<file path="src/rtl/alu_pkg.sv">
// Shared RV32I decode definitions: ALU control word fields, named control
// constants, opcodes, operand-a select codes and the decoded bundle type.
package alu_pkg;

    localparam logic [2:0] SEL_ADD   = 3'd0;
    localparam logic [2:0] SEL_AND   = 3'd1;
    localparam logic [2:0] SEL_XOR   = 3'd2;
    localparam logic [2:0] SEL_SHIFT = 3'd4;
    localparam logic [2:0] SEL_CMP   = 3'd5;

    localparam logic [1:0] GATE_PASS = 2'b00;
    localparam logic [1:0] GATE_INV  = 2'b10;

    localparam logic [1:0] SH_SLL = 2'd1;
    localparam logic [1:0] SH_SRL = 2'd2;
    localparam logic [1:0] SH_SRA = 2'd3;

    localparam logic [2:0] CMP_SIGNED   = 3'b000;
    localparam logic [2:0] CMP_UNSIGNED = 3'b001;

    // Word layout: {invert result, select, b gate, a gate}
    localparam logic [7:0] ALU_ADD  = {1'b0, SEL_ADD,   GATE_PASS, GATE_PASS};
    localparam logic [7:0] ALU_SUB  = {1'b1, SEL_ADD,   GATE_PASS, GATE_INV};
    localparam logic [7:0] ALU_AND  = {1'b0, SEL_AND,   GATE_PASS, GATE_PASS};
    localparam logic [7:0] ALU_OR   = {1'b1, SEL_AND,   GATE_INV,  GATE_INV};
    localparam logic [7:0] ALU_XOR  = {1'b0, SEL_XOR,   GATE_PASS, GATE_PASS};
    localparam logic [7:0] ALU_SLL  = {1'b0, SEL_SHIFT, GATE_PASS, SH_SLL};
    localparam logic [7:0] ALU_SRL  = {1'b0, SEL_SHIFT, GATE_PASS, SH_SRL};
    localparam logic [7:0] ALU_SRA  = {1'b0, SEL_SHIFT, GATE_PASS, SH_SRA};
    localparam logic [7:0] ALU_SLT  = {1'b0, SEL_CMP,   1'b0,      CMP_SIGNED};
    localparam logic [7:0] ALU_SLTU = {1'b0, SEL_CMP,   1'b0,      CMP_UNSIGNED};

    localparam logic [6:0] OP_LUI    = 7'b0110111;
    localparam logic [6:0] OP_AUIPC  = 7'b0010111;
    localparam logic [6:0] OP_JAL    = 7'b1101111;
    localparam logic [6:0] OP_JALR   = 7'b1100111;
    localparam logic [6:0] OP_BRANCH = 7'b1100011;
    localparam logic [6:0] OP_LOAD   = 7'b0000011;
    localparam logic [6:0] OP_STORE  = 7'b0100011;
    localparam logic [6:0] OP_IMM    = 7'b0010011;
    localparam logic [6:0] OP_REG    = 7'b0110011;

    localparam logic [6:0] F7_BASE = 7'b0000000;
    localparam logic [6:0] F7_ALT  = 7'b0100000;

    typedef enum logic [1:0] {
        ASEL_RS1  = 2'd0,
        ASEL_PC   = 2'd1,
        ASEL_ZERO = 2'd2
    } a_sel_e;

    typedef struct packed {
        logic [7:0]  alu_ctrl;
        logic [1:0]  a_sel;
        logic        b_sel;
        logic [31:0] imm;
        logic [4:0]  rs1;
        logic [4:0]  rs2;
        logic [4:0]  rd;
        logic        rd_we;
        logic        mem_rd;
        logic        mem_wr;
        logic        branch;
        logic        jump;
        logic        br_inv;
        logic        illegal;
    } dec_bundle_t;

endpackage

</file>
<file path="src/rtl/alu_dec_if.sv">
// Fetch-to-decode handshake plus the decoded bundle presented to execute.
interface alu_dec_if;
    logic        in_valid;
    logic        in_ready;
    logic [31:0] in_instr;
    logic [31:0] in_pc;
    logic        out_valid;
    logic        out_ready;
    logic [31:0] out_pc;
    logic [7:0]  alu_ctrl;
    logic [1:0]  a_sel;
    logic        b_sel;
    logic [31:0] imm;
    logic [4:0]  rs1;
    logic [4:0]  rs2;
    logic [4:0]  rd;
    logic        rd_we;
    logic        mem_rd;
    logic        mem_wr;
    logic        branch;
    logic        jump;
    logic        br_inv;
    logic        illegal;

    modport slave (
        input  in_valid, in_instr, in_pc, out_ready,
        output in_ready, out_valid, out_pc, alu_ctrl, a_sel, b_sel, imm,
               rs1, rs2, rd, rd_we, mem_rd, mem_wr, branch, jump, br_inv, illegal
    );

    modport master (
        output in_valid, in_instr, in_pc, out_ready,
        input  in_ready, out_valid, out_pc, alu_ctrl, a_sel, b_sel, imm,
               rs1, rs2, rd, rd_we, mem_rd, mem_wr, branch, jump, br_inv, illegal
    );
endinterface

</file>
<file path="src/rtl/alu_dec_logic.sv">
// Combinational RV32I decode: instruction word to ALU control word, operand
// selects, immediate, register addresses and side-band flags.
import alu_pkg::*;

module alu_dec_logic (
    input  logic [31:0] i_instr,
    output dec_bundle_t o_dec
);
    logic [6:0]  w_opcode;
    logic [2:0]  w_f3;
    logic [6:0]  w_f7;
    logic [31:0] w_imm_i;
    logic [31:0] w_imm_s;
    logic [31:0] w_imm_b;
    logic [31:0] w_imm_u;
    logic [31:0] w_imm_j;
    logic        w_ill;

    assign w_opcode = i_instr[6:0];
    assign w_f3     = i_instr[14:12];
    assign w_f7     = i_instr[31:25];
    assign w_imm_i  = {{20{i_instr[31]}}, i_instr[31:20]};
    assign w_imm_s  = {{20{i_instr[31]}}, i_instr[31:25], i_instr[11:7]};
    assign w_imm_b  = {{19{i_instr[31]}}, i_instr[31], i_instr[7], i_instr[30:25],
                       i_instr[11:8], 1'b0};
    assign w_imm_u  = {i_instr[31:12], 12'h000};
    assign w_imm_j  = {{11{i_instr[31]}}, i_instr[31], i_instr[19:12], i_instr[20],
                       i_instr[30:21], 1'b0};

    // Opcode/funct decode; an illegal word collapses to a bundle with only the flag set
    always_comb begin
        o_dec       = '0;
        o_dec.rs1   = i_instr[19:15];
        o_dec.rs2   = i_instr[24:20];
        o_dec.rd    = i_instr[11:7];
        w_ill       = 1'b0;
        case (w_opcode)
            OP_LUI: begin
                o_dec.a_sel = ASEL_ZERO;
                o_dec.b_sel = 1'b1;
                o_dec.imm   = w_imm_u;
                o_dec.rd_we = 1'b1;
            end
            OP_AUIPC: begin
                o_dec.a_sel = ASEL_PC;
                o_dec.b_sel = 1'b1;
                o_dec.imm   = w_imm_u;
                o_dec.rd_we = 1'b1;
            end
            OP_JAL: begin
                o_dec.a_sel = ASEL_PC;
                o_dec.b_sel = 1'b1;
                o_dec.imm   = w_imm_j;
                o_dec.jump  = 1'b1;
                o_dec.rd_we = 1'b1;
            end
            OP_JALR: begin
                o_dec.b_sel = 1'b1;
                o_dec.imm   = w_imm_i;
                o_dec.jump  = 1'b1;
                o_dec.rd_we = 1'b1;
                w_ill       = (w_f3 != 3'b000);
            end
            OP_BRANCH: begin
                o_dec.imm    = w_imm_b;
                o_dec.branch = 1'b1;
                o_dec.br_inv = w_f3[0];
                case (w_f3)
                    3'b000, 3'b001: o_dec.alu_ctrl = ALU_XOR;
                    3'b100, 3'b101: o_dec.alu_ctrl = ALU_SLT;
                    3'b110, 3'b111: o_dec.alu_ctrl = ALU_SLTU;
                    default:        w_ill = 1'b1;
                endcase
            end
            OP_LOAD: begin
                o_dec.b_sel  = 1'b1;
                o_dec.imm    = w_imm_i;
                o_dec.mem_rd = 1'b1;
                o_dec.rd_we  = 1'b1;
                w_ill        = (w_f3 == 3'b011) || (w_f3 == 3'b110) || (w_f3 == 3'b111);
            end
            OP_STORE: begin
                o_dec.b_sel  = 1'b1;
                o_dec.imm    = w_imm_s;
                o_dec.mem_wr = 1'b1;
                w_ill        = (w_f3 > 3'b010);
            end
            OP_IMM: begin
                o_dec.b_sel = 1'b1;
                o_dec.imm   = w_imm_i;
                o_dec.rd_we = 1'b1;
                case (w_f3)
                    3'b000: o_dec.alu_ctrl = ALU_ADD;
                    3'b010: o_dec.alu_ctrl = ALU_SLT;
                    3'b011: o_dec.alu_ctrl = ALU_SLTU;
                    3'b100: o_dec.alu_ctrl = ALU_XOR;
                    3'b110: o_dec.alu_ctrl = ALU_OR;
                    3'b111: o_dec.alu_ctrl = ALU_AND;
                    3'b001: begin
                        o_dec.alu_ctrl = ALU_SLL;
                        w_ill          = (w_f7 != F7_BASE);
                    end
                    3'b101: begin
                        if (w_f7 == F7_ALT) begin
                            o_dec.alu_ctrl = ALU_SRA;
                        end else begin
                            o_dec.alu_ctrl = ALU_SRL;
                            w_ill          = (w_f7 != F7_BASE);
                        end
                    end
                    default: w_ill = 1'b1;
                endcase
            end
            OP_REG: begin
                o_dec.rd_we = 1'b1;
                case ({w_f7, w_f3})
                    {F7_BASE, 3'b000}: o_dec.alu_ctrl = ALU_ADD;
                    {F7_ALT,  3'b000}: o_dec.alu_ctrl = ALU_SUB;
                    {F7_BASE, 3'b001}: o_dec.alu_ctrl = ALU_SLL;
                    {F7_BASE, 3'b010}: o_dec.alu_ctrl = ALU_SLT;
                    {F7_BASE, 3'b011}: o_dec.alu_ctrl = ALU_SLTU;
                    {F7_BASE, 3'b100}: o_dec.alu_ctrl = ALU_XOR;
                    {F7_BASE, 3'b101}: o_dec.alu_ctrl = ALU_SRL;
                    {F7_ALT,  3'b101}: o_dec.alu_ctrl = ALU_SRA;
                    {F7_BASE, 3'b110}: o_dec.alu_ctrl = ALU_OR;
                    {F7_BASE, 3'b111}: o_dec.alu_ctrl = ALU_AND;
                    default:           w_ill = 1'b1;
                endcase
            end
            default: w_ill = 1'b1;
        endcase

        if (w_ill) begin
            o_dec         = '0;
            o_dec.rs1     = i_instr[19:15];
            o_dec.rs2     = i_instr[24:20];
            o_dec.rd      = i_instr[11:7];
            o_dec.illegal = 1'b1;
        end else begin
            o_dec.rd_we = o_dec.rd_we & (i_instr[11:7] != 5'd0);
        end
    end
endmodule

</file>
<file path="src/rtl/alu_dec.sv">
// Registered RV32I decode stage. Define ALU_DEC_SKID_EN for the two-entry skid
// buffer with a flopped in_ready; otherwise a single register with pass-through ready.
import alu_pkg::*;

module alu_dec (
    input  logic      clk,
    input  logic      rst_n,
    alu_dec_if.slave  bus
);
    dec_bundle_t w_dec;
    dec_bundle_t r_main;
    logic [31:0] r_main_pc;
    logic        r_main_valid;
    logic        w_accept;
    logic        w_drain;

    alu_dec_logic u_logic (
        .i_instr (bus.in_instr),
        .o_dec   (w_dec)
    );

    assign w_accept = bus.in_valid && bus.in_ready;
    assign w_drain  = r_main_valid && bus.out_ready;

`ifdef ALU_DEC_SKID_EN
    dec_bundle_t r_skid;
    logic [31:0] r_skid_pc;
    logic        r_skid_valid;
    logic        r_in_ready;

    assign bus.in_ready = r_in_ready;

    // Main/skid pair; the skid entry always refills main before new input
    always_ff @(posedge clk or negedge rst_n) begin
        if (!rst_n) begin
            r_main       <= '0;
            r_main_pc    <= 32'h0000_0000;
            r_main_valid <= 1'b0;
            r_skid       <= '0;
            r_skid_pc    <= 32'h0000_0000;
            r_skid_valid <= 1'b0;
            r_in_ready   <= 1'b1;
        end else if (w_drain || !r_main_valid) begin
            if (r_skid_valid) begin
                r_main       <= r_skid;
                r_main_pc    <= r_skid_pc;
                r_main_valid <= 1'b1;
                r_skid_valid <= 1'b0;
                r_in_ready   <= 1'b1;
            end else if (w_accept) begin
                r_main       <= w_dec;
                r_main_pc    <= bus.in_pc;
                r_main_valid <= 1'b1;
            end else begin
                r_main_valid <= 1'b0;
            end
        end else if (w_accept) begin
            r_skid       <= w_dec;
            r_skid_pc    <= bus.in_pc;
            r_skid_valid <= 1'b1;
            r_in_ready   <= 1'b0;
        end
    end
`else
    assign bus.in_ready = !r_main_valid || bus.out_ready;

    // Single pipeline register, replaced on accept and emptied on drain
    always_ff @(posedge clk or negedge rst_n) begin
        if (!rst_n) begin
            r_main       <= '0;
            r_main_pc    <= 32'h0000_0000;
            r_main_valid <= 1'b0;
        end else if (w_accept) begin
            r_main       <= w_dec;
            r_main_pc    <= bus.in_pc;
            r_main_valid <= 1'b1;
        end else if (w_drain) begin
            r_main_valid <= 1'b0;
        end
    end
`endif

    assign bus.out_valid = r_main_valid;
    assign bus.out_pc    = r_main_pc;
    assign bus.alu_ctrl  = r_main.alu_ctrl;
    assign bus.a_sel     = r_main.a_sel;
    assign bus.b_sel     = r_main.b_sel;
    assign bus.imm       = r_main.imm;
    assign bus.rs1       = r_main.rs1;
    assign bus.rs2       = r_main.rs2;
    assign bus.rd        = r_main.rd;
    assign bus.rd_we     = r_main.rd_we;
    assign bus.mem_rd    = r_main.mem_rd;
    assign bus.mem_wr    = r_main.mem_wr;
    assign bus.branch    = r_main.branch;
    assign bus.jump      = r_main.jump;
    assign bus.br_inv    = r_main.br_inv;
    assign bus.illegal   = r_main.illegal;
endmodule

</file>
<file path="src/flat_wrapper.sv">
// flat-port wrapper written by rule: the top's interface ports become plain ports
module alu_dec_flat 
  (clk, rst_n, bus_in_valid, bus_in_instr, bus_in_pc, bus_out_ready, bus_in_ready, bus_out_valid, bus_out_pc, bus_alu_ctrl, bus_a_sel, bus_b_sel, bus_imm, bus_rs1, bus_rs2, bus_rd, bus_rd_we, bus_mem_rd, bus_mem_wr, bus_branch, bus_jump, bus_br_inv, bus_illegal);
  alu_dec_if bus_i ();
  input  logic clk;
  input  logic rst_n;
  input wire logic [$bits(bus_i.in_valid)-1:0] bus_in_valid;
  input wire logic [$bits(bus_i.in_instr)-1:0] bus_in_instr;
  input wire logic [$bits(bus_i.in_pc)-1:0] bus_in_pc;
  input wire logic [$bits(bus_i.out_ready)-1:0] bus_out_ready;
  output wire logic [$bits(bus_i.in_ready)-1:0] bus_in_ready;
  output wire logic [$bits(bus_i.out_valid)-1:0] bus_out_valid;
  output wire logic [$bits(bus_i.out_pc)-1:0] bus_out_pc;
  output wire logic [$bits(bus_i.alu_ctrl)-1:0] bus_alu_ctrl;
  output wire logic [$bits(bus_i.a_sel)-1:0] bus_a_sel;
  output wire logic [$bits(bus_i.b_sel)-1:0] bus_b_sel;
  output wire logic [$bits(bus_i.imm)-1:0] bus_imm;
  output wire logic [$bits(bus_i.rs1)-1:0] bus_rs1;
  output wire logic [$bits(bus_i.rs2)-1:0] bus_rs2;
  output wire logic [$bits(bus_i.rd)-1:0] bus_rd;
  output wire logic [$bits(bus_i.rd_we)-1:0] bus_rd_we;
  output wire logic [$bits(bus_i.mem_rd)-1:0] bus_mem_rd;
  output wire logic [$bits(bus_i.mem_wr)-1:0] bus_mem_wr;
  output wire logic [$bits(bus_i.branch)-1:0] bus_branch;
  output wire logic [$bits(bus_i.jump)-1:0] bus_jump;
  output wire logic [$bits(bus_i.br_inv)-1:0] bus_br_inv;
  output wire logic [$bits(bus_i.illegal)-1:0] bus_illegal;
  assign bus_i.in_valid = bus_in_valid;
  assign bus_i.in_instr = bus_in_instr;
  assign bus_i.in_pc = bus_in_pc;
  assign bus_i.out_ready = bus_out_ready;
  assign bus_in_ready = bus_i.in_ready;
  assign bus_out_valid = bus_i.out_valid;
  assign bus_out_pc = bus_i.out_pc;
  assign bus_alu_ctrl = bus_i.alu_ctrl;
  assign bus_a_sel = bus_i.a_sel;
  assign bus_b_sel = bus_i.b_sel;
  assign bus_imm = bus_i.imm;
  assign bus_rs1 = bus_i.rs1;
  assign bus_rs2 = bus_i.rs2;
  assign bus_rd = bus_i.rd;
  assign bus_rd_we = bus_i.rd_we;
  assign bus_mem_rd = bus_i.mem_rd;
  assign bus_mem_wr = bus_i.mem_wr;
  assign bus_branch = bus_i.branch;
  assign bus_jump = bus_i.jump;
  assign bus_br_inv = bus_i.br_inv;
  assign bus_illegal = bus_i.illegal;
  alu_dec u_core (.clk(clk), .rst_n(rst_n), .bus(bus_i));
endmodule
</file>
<file path="config.mk">
export PLATFORM = sky130hd
export DESIGN_NAME = alu_dec_flat
export DESIGN_NICKNAME = d
export VERILOG_FILES = /design/src/rtl/alu_pkg.sv /design/src/rtl/alu_dec_if.sv /design/src/rtl/alu_dec_logic.sv /design/src/rtl/alu_dec.sv /design/src/flat_wrapper.sv
export SDC_FILE = /design/constraint.sdc
export NUM_CORES = 1
export LEC_CHECK = 0
export ABC_AREA = 0
export CORE_ASPECT_RATIO = 0.7
export CORE_MARGIN = 1.5
export CORE_UTILIZATION = 25
export CTS_CLUSTER_DIAMETER = 60
export CTS_CLUSTER_SIZE = 40
export DETAILED_ROUTE_END_ITERATION = 6
export PLACE_DENSITY_LB_ADDON = 0.08
export SYNTH_ARGS = -nofsm -noshare
export SYNTH_HDL_FRONTEND = slang
export SYNTH_SLANG_ARGS = --single-unit
</file>
<file path="constraint.sdc">
create_clock -name clk -period 2.3 [get_ports clk]
set_input_delay 0.46 -clock clk [delete_from_list [all_inputs] [get_ports clk]]
set_output_delay 0.46 -clock clk [all_outputs]
set_load 0.02 [all_outputs]
</file>
== Yosys cells after proc, flatten, opt, wreduce, memory -nomap -nowiden ==
Index checks and enable logic that the tools add are counted.

* Multiplexer cells: 24
* Equal/unequal tests: 26
* Bitwise operators: 1
* Reduce and logical (&&, ||, !) cells: 24
* Magnitude comparators: 1

{| class="wikitable"
|+ Operator list
! kind !! count
|-
| one-hot mux 32 bit (5 select lines) || 1
|-
| one-hot mux 8 bit (9 select lines) || 1
|-
| one-hot mux 8 bit (8 select lines) || 1
|-
| two-way mux 58 bit || 1
|-
| == test 10 x 3 -> 1 bit, second input constant || 4
|-
| == test 7 x 6 -> 1 bit, second input constant || 4
|-
| one-hot mux 8 bit (3 select lines) || 1
|-
| == test 7 bit, second input constant || 3
|-
| one-hot mux 7 bit (3 select lines) || 1
|-
| == test 10 x 2 -> 1 bit, second input constant || 2
|-
| == test 10 x 9 -> 1 bit, second input constant || 2
|-
| == test 7 x 5 -> 1 bit, second input constant || 2
|-
| two-way mux 1 bit || 14
|-
| OR reduction 7 bit || 2
|-
| == test 3 bit, second input constant || 4
|-
| OR reduction 2 bit || 6
|-
| == test 10 x 1 -> 1 bit, second input constant || 1
|-
| zero test 10 bit || 1
|-
| OR reduction 10 bit || 1
|-
| == test 7 x 2 -> 1 bit, second input constant || 1
|-
| one-hot mux 1 bit (7 select lines) || 1
|-
| nonzero test 7 bit || 1
|-
| == test 3 x 2 -> 1 bit, second input constant || 2
|-
| two-way mux 6 bit || 1
|-
| other kinds (14) || 18
|}

* Flip-flop bits (word level): 98
* Logic and storage cells: 92
* Input bits: 68
* Output and inout port bits: 99

== Depth between registers and ports, before layout ==
Gate-level depths: netlist of the first run.

* Word-level depth: 5
* Depth in mapped cells: 8
* Gate-level depth less buffers: 5

== By module ==
From an unflattened synthesis of the first run, not the netlist that was laid out.

* Cells, all modules: 419
* Area, all modules: 5159.9 µm²

{| class="wikitable"
|+ By module, submodules not included
! module !! area an instance (µm²) !! cells an instance !! instances !! seq. area each (µm²)
|-
| alu_dec || 3758.6 || 208 || 1 || 2452.4
|-
| alu_dec_logic || 1401.3 || 211 || 1 || 0.0
|}

== Worst setup path before layout of the first run ==
No wires, ideal clock.

* Path kind: in2reg
* Start: in bus_in_instr[14]
* End: reg u_core.r_main (netlist bit u_core.bus.imm[13])
* Arrival: 1.954 ns
* Setup slack: 0.254 ns
* Buffers on the path: 3
* Data required time: 2.207 ns
* Setup time: 0.093 ns
* Cell stages on the path: 8
* Cells stage by stage: clkbuf_1 > xor2_1 > o21ai_0 > a21boi_2 > or3b_1 > buf_6 > buf_12 > o31ai_2

* Word-level cells in the longest chain between the ends: 5
* Elaborated cells on any way between the ends: 28
* Classes of those cells: order compare: 1; eq/ne: 15; mux: 5; reduce/logical: 7

{| class="wikitable"
|+ RTL lines
! element !! line !! text
|-
| start: declaration || flat_wrapper.sv:8 || <nowiki>input wire logic [$bits(bus_i.in_instr)-1:0] bus_in_instr;</nowiki>
|-
| == test 10 x 3 -> 1 bit, or another cell as far along || alu_dec_logic.sv:116 || <nowiki>case ({w_f7, w_f3})</nowiki>
|-
| OR reduction 10 bit (no source line), or another cell as far along || -- ||
|-
| two-way mux 1 bit, or another cell as far along || alu_dec_logic.sv:116 ||
|-
| one-hot mux 1 bit (7 select lines) * || alu_dec_logic.sv:37 || <nowiki>case (w_opcode)</nowiki>
|-
| two-way mux 58 bit * || alu_dec_logic.sv:133 || <nowiki>if (w_ill) begin</nowiki>
|-
| end signal: assignment || alu_dec.sv:74 || <nowiki>r_main <= w_dec;</nowiki>
|-
| end: declaration || alu_dec.sv:11 || <nowiki>dec_bundle_t r_main;</nowiki>
|}

Every way passes the cells marked *; elsewhere a longest branch is shown, timed or not.
A chain may end at the register's enable or synchronous reset.

== Worst setup path in the final report of the first run ==
* Start: in bus_in_instr[4]
* End: reg u_core.r_main (netlist bit u_core.bus.imm[24])

* Word-level cells in the longest chain between the ends: 4
* Elaborated cells on any way between the ends: 15
* Classes of those cells: eq/ne: 9; mux: 3; reduce/logical: 3

{| class="wikitable"
|+ RTL lines
! element !! line
|-
| == test 7 bit, or another cell as far along || alu_dec_logic.sv:37
|-
| OR reduction 3 bit (no source line) or OR reduction 2 bit (tied branches) || --
|-
| one-hot mux 1 bit (7 select lines) or one-hot mux 32 bit (5 select lines) (tied branches) || alu_dec_logic.sv:37
|-
| two-way mux 58 bit * || alu_dec_logic.sv:133
|}

Marked as above.

==> results of run 1 <==
-- registers in the layout (all words and copies together), names as in the netlist --
register / count
u_core.bus.imm: 32
u_core.bus.out_pc: 32
u_core.bus.alu_ctrl: 7
u_core.bus.illegal: 1
u_core.bus.mem_rd: 1
u_core.bus.rs2: 5
u_core.bus.br_inv: 1
u_core.bus.rs1: 5
u_core.bus.b_sel: 1
u_core.bus.a_sel: 2
u_core.bus.jump: 1
u_core.bus.rd_we: 1
u_core.bus.mem_wr: 1
u_core.bus.out_valid: 1
u_core.bus.rd: 5
u_core.bus.branch: 1
-- power breakdown --
part           switching (uW)  total, uW  internal, uW
clock network             692       1760          1070
registers                62.3       1890          1830
logic                     481       1010           528
-- Yosys cell counts, types with 3 or more instances --
cell / instances
o21ai_0: 16
inv_1: 5
or3_1: 4
and2_1: 3
o31ai_1: 9
buf_2: 3
nand2b_1: 7
nand2_1: 58
o31ai_4: 3
o41ai_1: 3
a22o_1: 3
nor3_1: 4
o31ai_2: 24
nor2b_1: 3
a21oi_1: 17
clkbuf_1: 17
buf_4: 3
mux2_2: 46
dfrtp_1: 97
a31oi_1: 3
nand3_1: 4
a22oi_1: 17
buf_6: 4
nor2_1: 13
nand4_1: 10
-- worst min path at each step --
stage / end / from / cells after the start / slack [ns]
4_1_cts: u_core.bus.imm[0] / u_core.bus.imm[0] / 2 / 0.49
2_1_floorplan: u_core.bus.a_sel[0] / rst_n / 0 / 0.16
3_3_place_gp: u_core.bus.out_valid / rst_n / 1 / 0.36
5_1_grt: u_core.bus.imm[0] / u_core.bus.imm[0] / 2 / 0.50
6_report: u_core.bus.alu_ctrl[4] / u_core.bus.alu_ctrl[4] / 2 / 0.48
3_5_place_dp: u_core.bus.out_valid / rst_n / 1 / 0.36
-- logic make-up (layout without fill, tap and decap cells) --
kind of cell | after synthesis | count (layout) | share of synthesized area, %
xor gates and xnor gates | 1 | 1 | 0.184
other | 1 | 1 | 0.0786
muxes | 47 | 47 | 11.1
DFF | 97 | 97 | 50.9
AOI/OAI and AO/OA | 109 | 109 | 19.4
buffers and inverters | 36 | 261 | 4.46
and+or+nand+nor | 126 | 126 | 13.9
-- worst max-delay path: cells and delay by family --
| kind | cells | cell delay [ns] |
|---|---|---|
| AOI/OAI and AO/OA | 2 | 0.40 |
| buffers and inverters | 3 | 0.94 |
| and+or+nand+nor | 2 | 0.68 |
-- metrics by stage --
stage	total power, uW	hold slack [ns]	worst slack (ns)	instance area [um^2]
floorplan	2340	0.164	0.254	4770
global placement	2940	0.359	-0.340	7200
detailed placement	2940	0.362	-0.389	7200
CTS	4740	0.486	0.0166	7590
global route	4870	0.502	0.0111	7610
finish	4660	0.485	0.0686	7610
-- final cells by class --
type,count,area share [%]
inverters,5,0.246
repair buffers,240,31.1
clock inverters,6,1.48
flip-flops and latches,97,31.9
well taps,242,3.98
clock buffers,10,3.01
multi-input cells,284,28.3
-- repair_timing --
| item | 4_1_cts | 5_1_grt |
|---|---|---|
| cloned | 1 | 0 |
| hold endpoints to repair | 12 | 0 |
| hold buffers | 1 | 0 |
| gates resized for setup | 4 | 7 |
| setup buffers | 1 | 0 |
| setup endpoints to repair | 13 | 25 |
| pin swaps | 2 | 2 |
-- routing by layer --
| layer | track usage, % | vias up | part of all wire [%] |
|---|---|---|---|
| met4 | 4.07 | 0 | 1.1 |
| met3 | 3.45 | 10 | 4.5 |
| met1 | 25.6 | 2022 | 52 |
| met5 | 0 | - | 0 |
| li1 | - | 1971 | - |
| met2 | 23.8 | 116 | 42 |
==> results_dict.tcl, run 1 <==
set metrics [dict create \
    status "completed" \
    synth_edf_count 0 \
    fin_nets 705 \
    setup_violations 0 \
    num_vias 4119 \
    grt_setup_unrepaired "no" \
    setup_tns_ns 0 \
    clk-insertion-delay-late_ns 0.35 \
    reg2reg_depth 6 \
    die_h_um 119 \
    hold_viol 0 \
    hpwl_um 11900 \
    drcViolationCount 0 \
    insertedDiodeCount 0 \
    register_area_um2 2430 \
    core_area_um2 18800 \
    rows 42 \
    grt_max_degree 46 \
    ys_async_sr_fraction_pct 100 \
    critPathCaptureType "flip-flop" \
    endpoint "u_core.bus.imm[24]" \
    crit_chain "clkdlybuf4s50_1 > buf_4 > and4b_1 > a31oi_1 > or3b_4 > bufbuf_16 > o31ai_2" \
    cap_violations 0 \
    globalRouteOverflowTotal 0 \
    crit_start "bus_in_instr[4]" \
    grt.total_usage_pct 16.7 \
    mostFrequentLayoutCell "clkdlybuf4s50_1" \
    p_leak_uw 0.00316 \
    clock_sinks 97 \
    syn_to_final_growth_pct 59.7 \
    cp_max_fo 18 \
    ys_warn_count 0 \
    die_w_um 168 \
    globalplace.congestion 0.860 \
    critPathArrivalTime_ns 2.49 \
    cts_root_buf "clkbuf_16" \
    skew_ns 0.00194 \
    cts_inserted_buffers 9 \
    yosysTopAreaCell "dfrtp_1" \
    ys.flop_type "dfrtp_1" \
    ant_nets 0 \
    slowest_delay_ns 0.45 \
    final_cell_mix "157 x clkdlybuf4s50_1, 97 x dfrtp_1, 64 x buf_4" \
    dpl.cell_count 865 \
    start_util_pct 25.3 \
    cellPowerDensity_nw_per_um2 613 \
    pin_count 167 \
    syn_nets 485 \
    multi_input_area_um2 2150 \
    r2r_end "u_core.bus.mem_rd" \
    fp.dieArea_um2 19900 \
    drt_pre_antenna_iters 4 \
    cts_tree "done" \
    viasPerCell 4.66 \
    antenna_found_initial 0 \
    cp-start-kind "input port" \
    cts_max_path_buffers 2 \
    slew_viol_final 0 \
    grt_pass1_vias 4306 \
    instances_no_fill 884 \
    ir_drop_mv 0.403 \
    r2r_slack_ns 0.65 \
    hp-class "flip-flop to flip-flop" \
    fin_crit_ns 2.23 \
    ys_ff_latch 97 \
    final_core_util_pct 40.5 \
    synth_area_um2 4770 \
    postRouteWirelength_um 16100 \
    fmax_mhz 448 \
    synth_area_leaders "dfrtp_1 51%, mux2_2 11%, o31ai_2 6.3%" \
    h-tree-depth 3 \
    synth.distinct_cells 59 \
    synth_cells 417 \
    post_drt_wl_per_cell_um 18.2 \
    n_fill_cell 1838 \
    clk_pin_slew_ns 0.07 \
    critPathRequiredTime_ns 2.56 \
    grt_pass1_wl_um 25300 \
    synth_top_area_share_pct 50.9 \
    setup.worst_path.class "input port to flip-flop" \
    port_buffers 165 \
    crit_slowest_cell "clkdlybuf4s50_1" \
    fin_crit_sh_pct 97.0 \
    avgSynthCellArea_um2 11.4 \
    drtIter0Drc 253 \
    drive_gt1_share_pct 27.4 \
    r2r_start "u_core.bus.out_valid" \
    ys_seq_area_share_pct 50.9 \
]
(Power assumes the default switching activity.)
==> run 2: changes to the inputs <==
- ABC_AREA: 0 -> not set
==> results of run 2 <==
The final DEF is identical to that of run 1; final timing and power are the same.
==> run 3: changes to the inputs <==
- ABC_AREA: not set -> 1
- CAP_MARGIN: not set -> 20
- clock period: 2.3 -> 2.9 ns (I/O delays scaled with it)
==> run 3 against run 2 <==
  * Power is 25% lower
  * Count of clock-buffer cells in the layout stayed put
  * Setup slack gained 0.42 ns
  * Critical path depth is 3 lower
  * Design area is 4.7% lower
  * Non-clock buffer count down 57
  * Register-to-register slack better by 0.52 ns
  * Combinational power fell by 26%
  * Synthesized cell count up 62%
  * Synthesized area increased by 4.1%
==> results_dict.tcl, run 3 <==
set metrics [dict create \
    setup.worst_path.class "input port to output port" \
    postRouteWirelength_um 17700 \
    insertedDiodeCount 0 \
    setup_tns_ns 0 \
    antenna_found_initial 0 \
    syn_nets 743 \
    post_drt_wl_per_cell_um 16.1 \
    drive_gt1_share_pct 7.28 \
    mostFrequentLayoutCell "nand2_1" \
    fp.dieArea_um2 20700 \
    synth_edf_count 0 \
    cp_max_fo 3 \
    core_area_um2 19200 \
    grt_max_degree 49 \
    drcViolationCount 0 \
    cellPowerDensity_nw_per_um2 485 \
    worst_pin_slew_ns 0.546 \
    grt.total_usage_pct 17.6 \
    start_util_pct 25.9 \
    critPathArrivalTime_ns 1.83 \
    ys_ff_latch 97 \
    synth_area_leaders "dfrtp_1 49%, nand2_1 24%, nand3_1 5.7%" \
    critPathRequiredTime_ns 2.32 \
    critPathCaptureType "output port" \
    cp-start-kind "input port" \
    fin_nets 901 \
    globalplace.congestion 0.854 \
    pin_count 167 \
    yosysMostFrequentCell "nand2_1" \
    clock_sinks 97 \
    ys_seq_area_share_pct 48.9 \
    hp-class "input port to asynchronous set/reset pin" \
    rows 42 \
    viasPerCell 4.51 \
    setup_violations 0 \
    globalRouteOverflowTotal 0 \
    drt_pre_antenna_iters 5 \
    ant_nets 0 \
    p_total_uw 3520 \
    h-tree-depth 3 \
    slew_viol_final 0 \
    num_vias 4971 \
    cts_resized 0 \
    grt_pass1_wl_um 27800 \
    clk-insertion-delay-late_ns 0.35 \
    grt_setup_unrepaired "no" \
    cts_root_buf "clkbuf_16" \
    synth_area_um2 4960 \
    synth_top_area_share_pct 48.9 \
    final_cell_mix "311 x nand2_1, 164 x clkdlybuf4s50_1, 97 x dfrtp_1" \
    die_h_um 121 \
    ir_drop_mv 0.238 \
    hpwl_um 13200 \
    skew_ns 0.00597 \
    cap_violations 0 \
    ys.flop_type "dfrtp_1" \
    ys_warn_count 0 \
    p_leak_uw 0.00367 \
    avgSynthCellArea_um2 7.35 \
    grt_pass1_vias 4991 \
    status "completed" \
    slew_headroom_pct 63.6 \
    n_fill_cell 2005 \
    yosysTopAreaCell "dfrtp_1" \
    die_w_um 171 \
    cts_tree "done" \
    fin_crit_ns 2.41 \
    cts_max_path_buffers 2 \
    fmax_mhz 415 \
    cts_setup_buffers 0 \
    drtIter0Drc 402 \
    synth_commonest_cells "312 x nand2_1, 97 x dfrtp_1, 57 x nand3_1, 43 x nand4_1, 43 x nor2_1" \
    cts_inserted_buffers 9 \
    fin_crit_sh_pct 83.1 \
    clk_pin_slew_ns 0.07 \
    port_buffers 165 \
    synth_cells 675 \
    hold_viol 0 \
    ys_async_sr_fraction_pct 100 \
    syn_to_final_growth_pct 46.1 \
    postCtsHoldBufs 0 \
    synth.distinct_cells 26 \
]
## run 3: cell count changes in the layout (fill, tap and decap cells not counted), sizes merged, moves of 36 or more
cell,change
o31ai,-36
nor2,+39
inv,+38
nand2,+262
nand3,+52
mux2,-46
buf,-55
## run 3: logic make-up (layout without fill, tap and decap cells)
logic type / Yosys count / in the layout / share of synthesized area, %
AO/OA/AOI/OAI: 23 / 23 / 2.50
buffers and inverters: 77 / 240 / 7.01
flip-flops: 97 / 97 / 48.9
other: 1 / 1 / 0.0756
AND/OR/NAND/NOR: 477 / 477 / 41.5
## run 3: worst max-delay path: stages
cell	delay, ns
clkdlybuf4s50_1	0.46
inv_1	0.04
nand2_1	0.13
clkdlybuf4s50_1	0.63
## run 3: worst paths after layout
| check | end | slack [ns] | startpoint | depth (start not counted) |
|---|---|---|---|---|
| setup / recovery | bus_in_ready | 0.49 | bus_out_ready | 4 |
| hold / removal | u_core.bus.alu_ctrl[4] | 0.20 | rst_n | 1 |
| setup reg to reg | u_core.bus.imm[29] | 1.17 | u_core.bus.out_valid | 6 |
| hold reg to reg | u_core.bus.rs1[2] | 0.48 | u_core.bus.rs1[2] | 2 |
| max in group asynchronous | u_core.bus.imm[5] | 1.94 | rst_n | 2 |
| min in group clk | u_core.bus.rs1[2] | 0.48 | u_core.bus.rs1[2] | 2 |
## run 3: layer usage
| metal | up-vias | track usage [%] | wire length [um] |
|---|---|---|---|
| met4 | 0 | 4.11 | 200 |
| met1 | 2338 | 26.1 | 8980 |
| met2 | 161 | 25.2 | 7300 |
| met5 | - | 0 | 0 |
| met3 | 13 | 4.76 | 1240 |
| li1 | 2459 | - | - |
## run 3: report_power, final
group          switching (uW)  total, uW  leakage, uW  internal, uW
clock network             566       1270     0.000156           707
logic                     421        744      0.00224           322
registers                55.6       1500      0.00127          1450
## run 3: area by class of cell
type                            instances  area [um^2]  area share, %
Multi-Input combinational cell        501         2200           30.3
Clock buffer                           10          239           3.29
Clock inverter                          6         72.6           1.00
Tap cell                              264          330           4.55
Inverter                               41          154           2.12
Timing Repair Buffer                  183         1830           25.3
Sequential cell                        97         2430           33.5
## run 3: metrics by stage
step | cell area [um^2] | setup slack (ns) | std cells | hold WS (ns) | util, %
floorplan | 4960 | 1.14 | 675 | 0.284 | -
global placement | 6940 | 0.239 | 1086 | 0.462 | 36.2
detailed placement | 6940 | 0.240 | 1086 | 0.464 | 36.2
CTS | 7250 | 0.480 | 1102 | 0.218 | 37.8
global route | 7250 | 0.447 | 1102 | 0.245 | 37.8
finish | 7250 | 0.490 | 1102 | 0.199 | 37.8
